### src/rtl/drbg_request_scheduler.sv
// drbg_request_scheduler
//  Sequences the hash_drbg core so that only one command is in flight at a time. Each command
//  is one of INIT, interval RESEED, per-line GENERATE or catch-up RESEED. The block owns the
//  sequence counter (seq_count) and the count of generates since the last seed (gen_count).
//
//  Optional feature: define DRBG_SCHED_WATCHDOG_EN to enable a WAIT-state watchdog. When it
//  expires, the block pulses wd_fault, drops init_done and forces the next grant to INIT.
//  When the macro is undefined, wd_fault is tied to 0.
//
//  Ports
//   clk, reset      clock, synchronous active-high reset
//   init_req        level: (re)instantiate the core
//   catchup_req     level: issue extra reseeds to advance the sequence
//   block_reseed    level: hold off interval reseeds
//   line_req        pulse: one generate needed for the next video line
//   core_busy       core cannot accept a command
//   core_done       pulse: current command finished
//   core_cmd        0 NONE, 1 INIT, 2 GENERATE, 3 RESEED (held while in flight)
//   core_start      pulse: command strobe
//   line_ack        pulse: line generate completed
//   line_miss       pulse: line_req arrived while one was already pending
//   init_done       core instantiated
//   catchup_active  a catch-up reseed is in flight
//   seq_count       completed reseeds since last init (wraps)
//   wd_fault        pulse: watchdog expired
module drbg_request_scheduler #(
  parameter int unsigned GENERATES_PER_RESEED = 480,
  parameter int unsigned SEQ_W                = 32,
  parameter int unsigned TIMEOUT_CYCLES       = 4096
) (
  input  logic             clk,
  input  logic             reset,
  input  logic             init_req,
  input  logic             catchup_req,
  input  logic             block_reseed,
  input  logic             line_req,
  input  logic             core_busy,
  input  logic             core_done,
  output logic [1:0]       core_cmd,
  output logic             core_start,
  output logic             line_ack,
  output logic             line_miss,
  output logic             init_done,
  output logic             catchup_active,
  output logic [SEQ_W-1:0] seq_count,
  output logic             wd_fault
);

  localparam int unsigned GEN_W = $clog2(GENERATES_PER_RESEED + 1);
  localparam logic [GEN_W-1:0] GEN_MAX = GEN_W'(GENERATES_PER_RESEED);

  localparam logic [1:0] CMD_NONE   = 2'd0;
  localparam logic [1:0] CMD_INIT   = 2'd1;
  localparam logic [1:0] CMD_GEN    = 2'd2;
  localparam logic [1:0] CMD_RESEED = 2'd3;

  if (GENERATES_PER_RESEED < 1 || TIMEOUT_CYCLES < 1) begin : g_param_check
    $error("GENERATES_PER_RESEED and TIMEOUT_CYCLES must be >= 1");
  end

  typedef enum logic {StIdle, StWait} state_e;

  state_e           state;
  logic             line_pending;
  logic [GEN_W-1:0] gen_count;
  logic             init_want;
  logic             reseed_due;
  logic             gen_done;
  logic [1:0]       grant_cmd;
  logic             grant_catchup;

`ifdef DRBG_SCHED_WATCHDOG_EN
  localparam int unsigned WD_W = $clog2(TIMEOUT_CYCLES) + 1;
  localparam logic [WD_W-1:0] WD_LAST = WD_W'(TIMEOUT_CYCLES - 1);

  logic            force_init;
  logic [WD_W-1:0] wd_count;

  // A watchdog expiry forces re-instantiation even without a request.
  assign init_want = init_req | force_init;
`else
  assign init_want = init_req;
  assign wd_fault  = 1'b0;
`endif

  assign reseed_due = (gen_count == GEN_MAX);
  assign gen_done   = (state == StWait) && core_done && (core_cmd == CMD_GEN);

  // Grant decision, highest priority first; only meaningful in IDLE.
  always_comb begin
    grant_cmd     = CMD_NONE;
    grant_catchup = 1'b0;
    if (state == StIdle && !core_busy) begin
      if (init_want) begin
        grant_cmd = CMD_INIT;
      end else if (init_done && reseed_due && !block_reseed) begin
        grant_cmd = CMD_RESEED;
      end else if (init_done && line_pending) begin
        grant_cmd = CMD_GEN;
      end else if (init_done && catchup_req) begin
        grant_cmd     = CMD_RESEED;
        grant_catchup = 1'b1;
      end
    end
  end

  always_ff @(posedge clk) begin
    if (reset) begin
      state          <= StIdle;
      core_cmd       <= CMD_NONE;
      core_start     <= 1'b0;
      line_ack       <= 1'b0;
      line_miss      <= 1'b0;
      init_done      <= 1'b0;
      catchup_active <= 1'b0;
      seq_count      <= '0;
      line_pending   <= 1'b0;
      gen_count      <= '0;
`ifdef DRBG_SCHED_WATCHDOG_EN
      wd_fault       <= 1'b0;
      force_init     <= 1'b0;
      wd_count       <= '0;
`endif
    end else begin
      core_start <= 1'b0;
      line_ack   <= 1'b0;
`ifdef DRBG_SCHED_WATCHDOG_EN
      wd_fault   <= 1'b0;
`endif
      // A request landing on the completing generate re-arms pending without a miss.
      line_miss <= line_req && line_pending && !gen_done;
      if (line_req) begin
        line_pending <= 1'b1;
      end else if (gen_done) begin
        line_pending <= 1'b0;
      end

      case (state)
        StIdle: begin
          if (grant_cmd != CMD_NONE) begin
            state          <= StWait;
            core_cmd       <= grant_cmd;
            core_start     <= 1'b1;
            catchup_active <= grant_catchup;
            if (grant_cmd == CMD_INIT) begin
              init_done <= 1'b0;
            end
`ifdef DRBG_SCHED_WATCHDOG_EN
            wd_count <= '0;
            if (grant_cmd == CMD_INIT) begin
              force_init <= 1'b0;
            end
`endif
          end
        end
        StWait: begin
          if (core_done) begin
            unique case (core_cmd)
              CMD_INIT: begin
                init_done <= 1'b1;
                seq_count <= '0;
                gen_count <= '0;
              end
              CMD_RESEED: begin
                seq_count <= seq_count + SEQ_W'(1);
                gen_count <= '0;
              end
              CMD_GEN: begin
                line_ack <= 1'b1;
                if (gen_count != GEN_MAX) begin
                  gen_count <= gen_count + GEN_W'(1);
                end
              end
              default: ;
            endcase
            state          <= StIdle;
            core_cmd       <= CMD_NONE;
            catchup_active <= 1'b0;
          end
`ifdef DRBG_SCHED_WATCHDOG_EN
          else if (wd_count == WD_LAST) begin
            // Abandon the command; the core state is now unknown.
            wd_fault       <= 1'b1;
            init_done      <= 1'b0;
            force_init     <= 1'b1;
            state          <= StIdle;
            core_cmd       <= CMD_NONE;
            catchup_active <= 1'b0;
          end else begin
            wd_count <= wd_count + WD_W'(1);
          end
`endif
        end
        default: state <= StIdle;
      endcase
    end
  end

endmodule
### config.mk
export PLATFORM = sky130hd
export DESIGN_NAME = drbg_request_scheduler
export DESIGN_NICKNAME = d
export VERILOG_FILES = /design/src/rtl/drbg_request_scheduler.sv
export SDC_FILE = /design/constraint.sdc
export NUM_CORES = 1
export LEC_CHECK = 0
export BUFFER_PORTS_ARGS = -buffer_cell sky130_fd_sc_hd__buf_2
export CORE_AREA = 2 2 70 72
export DETAILED_ROUTE_END_ITERATION = 6
export DIE_AREA = 0 0 72 74
export PLACE_DENSITY = 0.74
export SLEW_MARGIN = 30
export SYNTH_ARGS = -nofsm -noshare
export SYNTH_HDL_FRONTEND = slang
export SYNTH_SLANG_ARGS = --single-unit
### constraint.sdc
create_clock -name clk -period 4.9 [get_ports clk]
set_clock_uncertainty 0.2 [all_clocks]
set_input_delay 0 -clock clk [delete_from_list [all_inputs] [get_ports clk]]
set_output_delay 0 -clock clk [all_outputs]
set_load 0.02 [all_outputs]
==> out/qor.txt <==
====================================================================================================
Layout area overhead ..................................................................        17.8%
TritonCTS clock tree ..................................................................        built
Clock-pin slew reported for the worst setup and hold paths after clock tree synthesis .      0.10 ns
Maximum clock path buffer count .......................................................            2
Critical path start-end classification ................................................      reg2reg
Post-placement cell count .............................................................          379
Crit path max fanout ..................................................................           16
Proportion of synthesized flip-flops having asynchronous set or reset .................           0%
DRC violations left ...................................................................            0
Leakage component of the power ........................................................      1.14 nW
RSZ-0062 raised after global routing ..................................................        false
VDD IR max ............................................................................       155 uV
Wire length of the first global-routing pass ..........................................      9.25 mm
Arrival time worst endpoint ...........................................................      2.65 ns
Initial detailed-routing violation count ..............................................          130
Filler cell count in the final layout .................................................          417
Maximum capacitance violations ........................................................            0
Root Buffer Master .................................................................... sky130_fd_sc_hd__clkbuf_8
Adder and majority cell fraction of the synthesized area ..............................        1.52%
Worst path required time ..............................................................      4.94 ns
Post-layout nets ......................................................................          352
Number of synthesized flops with an enable pin ........................................            0
Overall Power .........................................................................       741 uW
Total grt overflow ....................................................................            0
Fraction of final layout cells with drive strength greater than 1 .....................        17.5%
Source-to-sink clock delay at the later pin of the worst-skew pair ....................      0.31 ns
Hold path start ....................................................................... seq_count[31]
Proportion of synthesized area in mux cells ...........................................        4.88%
TritonCTS Sinks .......................................................................           50
Worst-case headroom to the max-slew limit .............................................        50.9%
Post-synthesis area per instance ......................................................    8.46 um^2
Status ................................................................................ finished clean
Category of the worst setup path launch point .........................................     register
Max-slew violation count ..............................................................            0
Placed wire-length estimate after detailed placement ..................................      3.88 mm
Average vias per placed instance ......................................................         5.82
Cell count of the worst reg-to-reg path ...............................................            4
Hold EP ............................................................................... seq_count[31]
Hold Path Class .......................................................................      reg2reg
Area of the core region ............................................................... 0.00460 mm^2
Antenna diodes ........................................................................            0
Slew at the pin closest to its max-slew limit .........................................     0.730 ns
Number of placed I/O pins .............................................................           48
Synthesized instance count ............................................................          291
Total standard cell area after synthesis .............................................. 0.00246 mm^2
Total CTS buffers .....................................................................            5
Hold Vio Cnt, Final ...................................................................            0
Global-route usage over all layers ....................................................        21.8%
Detailed-route wire length ............................................................      5.53 mm
Combinational family with the most area after synthesis ............................... simple AND/OR/NAND/NOR gates
Sort of element at the end of the critical path .......................................     register
Setup slack on the worst flop-to-flop path ............................................      2.29 ns
Total number of vias ..................................................................         2304
Most instantiated flip-flop cell in the synthesis netlist ............................. sky130_fd_sc_hd__dfxtp_1
Fin util ..............................................................................        63.1%
Number of synthesis warnings ..........................................................            0
Total nets after synthesis ............................................................          302
Number of setup buffers added after CTS ...............................................            0
Pin count of the biggest net entering global routing ..................................           29
Initial standard-cell utilization of the core .........................................        53.6%
Gates resized, CTS repair .............................................................            0
Sequential cell area fraction in the yosys report .....................................        40.7%
Synthesized-area fraction occupied by and/or/nand/nor cells ...........................        32.6%
Number of antenna violations at the first check in global routing .....................            0
Xor/xnor cell area share of the yosys netlist .........................................        3.91%
Compound-Gate Fraction of Synth Area ..................................................        12.0%
Reg-to-reg endpoint ................................................................... seq_count[19]
Floorplan row count ...................................................................           25
Highest Clock Rate ....................................................................      383 MHz
Port buffer count .....................................................................           46
Iteration count of the initial detailed-routing pass ..................................            4
Vias in the first global route ........................................................         2121
Number of failing setup endpoints in the final timing report ..........................            0
Yosys reg bits ........................................................................           50
Weighted congestion at the end of routability-driven global placement .................        0.806
Die extent in x .......................................................................        72 um
Final std cells w/o fill ..............................................................          396
Die Ht ................................................................................        74 um
TNS Setup .............................................................................         0 ns
R2r startpoint ........................................................................  core_cmd[0]
Distinct cells, synth .................................................................           46
Portion of the clock cycle consumed by the worst path in the final layout .............        53.2%
Depth of the worst hold-timing path ...................................................            2
Number of levels the H-tree was split into ............................................            2
Routed length per instance ............................................................      14.0 um
Die area .............................................................................. 0.00533 mm^2
PwrDens ...............................................................................  256 mW/mm^2
Post-route antenna net violation count ................................................            0
Final period demand of the worst path .................................................      2.61 ns
====================================================================================================
[metal layers]
layer  vias up  GRT usage, %  part of all wire, %
met5         -             0                    0
met4         0          9.22                  1.3
met3         6          3.52                  3.7
met2        51          39.5                   52
met1      1078          25.6                   43
li1       1169             -                    -
[worst max-delay path by stage]
stage          slack [ns]   startpoint       endpoint  cells past startpoint
4_1_cts              2.30  core_cmd[0]  seq_count[19]                      4
2_1_floorplan        2.62  core_cmd[0]  seq_count[22]                      6
6_report             2.29  core_cmd[0]  seq_count[19]                      4
3_3_place_gp         2.41  core_cmd[0]  seq_count[21]                      4
5_1_grt              2.15  core_cmd[0]  seq_count[19]                      4
3_5_place_dp         2.33  core_cmd[0]  seq_count[21]                      4
[Yosys cell counts, types with 2 or more instances]
cell type / instances / area share (%)
sky130_fd_sc_hd__a21oi_1: 22 / 4.5
sky130_fd_sc_hd__and4b_1: 2 / 0.81
sky130_fd_sc_hd__xnor2_1: 9 / 3.2
sky130_fd_sc_hd__ha_1: 3 / 1.5
sky130_fd_sc_hd__inv_1: 10 / 1.5
sky130_fd_sc_hd__a31oi_1: 2 / 0.51
sky130_fd_sc_hd__nor3_1: 10 / 2.0
sky130_fd_sc_hd__o31ai_1: 6 / 1.8
sky130_fd_sc_hd__and4_1: 3 / 1.1
sky130_fd_sc_hd__clkbuf_1: 7 / 1.1
sky130_fd_sc_hd__and3_1: 4 / 1.0
sky130_fd_sc_hd__dfxtp_1: 50 / 41
sky130_fd_sc_hd__or4_1: 8 / 2.4
sky130_fd_sc_hd__nor2_1: 16 / 2.4
sky130_fd_sc_hd__nand3_1: 14 / 2.8
sky130_fd_sc_hd__nor3b_1: 3 / 0.91
sky130_fd_sc_hd__o211ai_1: 2 / 0.61
sky130_fd_sc_hd__xor2_1: 2 / 0.71
sky130_fd_sc_hd__buf_2: 2 / 0.41
sky130_fd_sc_hd__nand2_1: 26 / 4.0
sky130_fd_sc_hd__buf_4: 2 / 0.61
sky130_fd_sc_hd__nand2b_1: 6 / 1.5
sky130_fd_sc_hd__a311o_1: 2 / 0.81
sky130_fd_sc_hd__o21ai_0: 12 / 2.4
sky130_fd_sc_hd__nor4_1: 5 / 1.3
sky130_fd_sc_hd__nand4_1: 12 / 3.0
sky130_fd_sc_hd__a31o_2: 2 / 0.71
sky130_fd_sc_hd__mux2i_1: 12 / 4.9
sky130_fd_sc_hd__nor2b_1: 2 / 0.51
sky130_fd_sc_hd__or3_1: 19 / 4.8
[report_power, final]
group          switching (mW)  internal (mW)  total (mW)  leakage (nW)
Combinational          0.0214         0.0143      0.0356         0.681
Sequential            0.00349          0.408       0.412         0.403
Clock                   0.141          0.152       0.294        0.0514
[flip-flops by register name, indices dropped and copies added (netlist names)]
| signal | count |
|---|---|
| seq_count | 32 |
| gen_count | 9 |
| core_cmd | 2 |
| catchup_active | 1 |
| core_start | 1 |
| init_done | 1 |
| line_ack | 1 |
| line_miss | 1 |
| line_pending | 1 |
| state | 1 |
[final cells by class]
| cell class | count | area (um^2) | area share [%] |
|---|---|---|---|
| repair buffers | 56 | 328 | 11.3 |
| clock inverters | 2 | 37.5 | 1.29 |
| inverters | 10 | 37.5 | 1.29 |
| well taps | 54 | 67.6 | 2.33 |
| multi-input cells | 218 | 1360 | 46.8 |
| clock buffers | 6 | 72.6 | 2.50 |
| flip-flops and latches | 50 | 1000 | 34.5 |
[cell usage in the layout (no fill, tap or decap), types with 3 or more instances in the layout]
cell type	synthesis	final
sky130_fd_sc_hd__a21oi_1	22	22
sky130_fd_sc_hd__and3_1	4	4
sky130_fd_sc_hd__and4_1	3	3
sky130_fd_sc_hd__buf_2	2	46
sky130_fd_sc_hd__clkbuf_8	0	5
sky130_fd_sc_hd__dfxtp_1	50	50
sky130_fd_sc_hd__dlygate4sd3_1	0	9
sky130_fd_sc_hd__ha_1	3	3
sky130_fd_sc_hd__inv_1	10	10
sky130_fd_sc_hd__mux2i_1	12	12
sky130_fd_sc_hd__nand2_1	26	26
sky130_fd_sc_hd__nand2b_1	6	6
sky130_fd_sc_hd__nand3_1	14	14
sky130_fd_sc_hd__nand4_1	12	12
sky130_fd_sc_hd__nor2_1	16	16
sky130_fd_sc_hd__nor3_1	10	10
sky130_fd_sc_hd__nor3b_1	3	3
sky130_fd_sc_hd__nor4_1	5	5
sky130_fd_sc_hd__o21ai_0	12	12
sky130_fd_sc_hd__o31ai_1	6	6
sky130_fd_sc_hd__or3_1	19	19
sky130_fd_sc_hd__or4_1	8	8
sky130_fd_sc_hd__xnor2_1	9	9
[worst max-delay path, stage by stage (launching register included)]
cell and delay (ns):
sky130_fd_sc_hd__dfxtp_1 0.52, sky130_fd_sc_hd__nand4_2 0.31, sky130_fd_sc_hd__or4_1 0.80, sky130_fd_sc_hd__or4_1 0.57
sky130_fd_sc_hd__a21oi_1 0.15
[repair_timing]
action,4_1_cts,5_1_grt
hold buffers,9,0
endpoints found under the hold margin,11,0
setup endpoints to repair,0,0
[per-stage QoR]
stage / worst slack, ns / instance area [um^2] / hold WS, ns
2_1_floorplan: 2.62 / 2460 / -0.104
3_3_place_gp: 2.41 / 2700 / 0.0154
3_5_place_dp: 2.33 / 2700 / 0.0463
4_1_cts: 2.30 / 2900 / 0.262
5_1_grt: 2.15 / 2900 / 0.316
6_report: 2.29 / 2900 / 0.272
[logic make-up (layout without fill, tap and decap cells)]
| family | count (synthesis) | in the layout |
|---|---|---|
| and+or+nand+nor | 141 | 141 |
| AOI/OAI and AO/OA | 50 | 50 |
| DFF | 50 | 50 |
| buffers and inverters | 23 | 74 |
| muxes | 12 | 12 |
| xor gates and xnor gates | 11 | 11 |
| adders and majority gates | 3 | 3 |
| other | 1 | 1 |
Power figures use the tool's default switching activity.
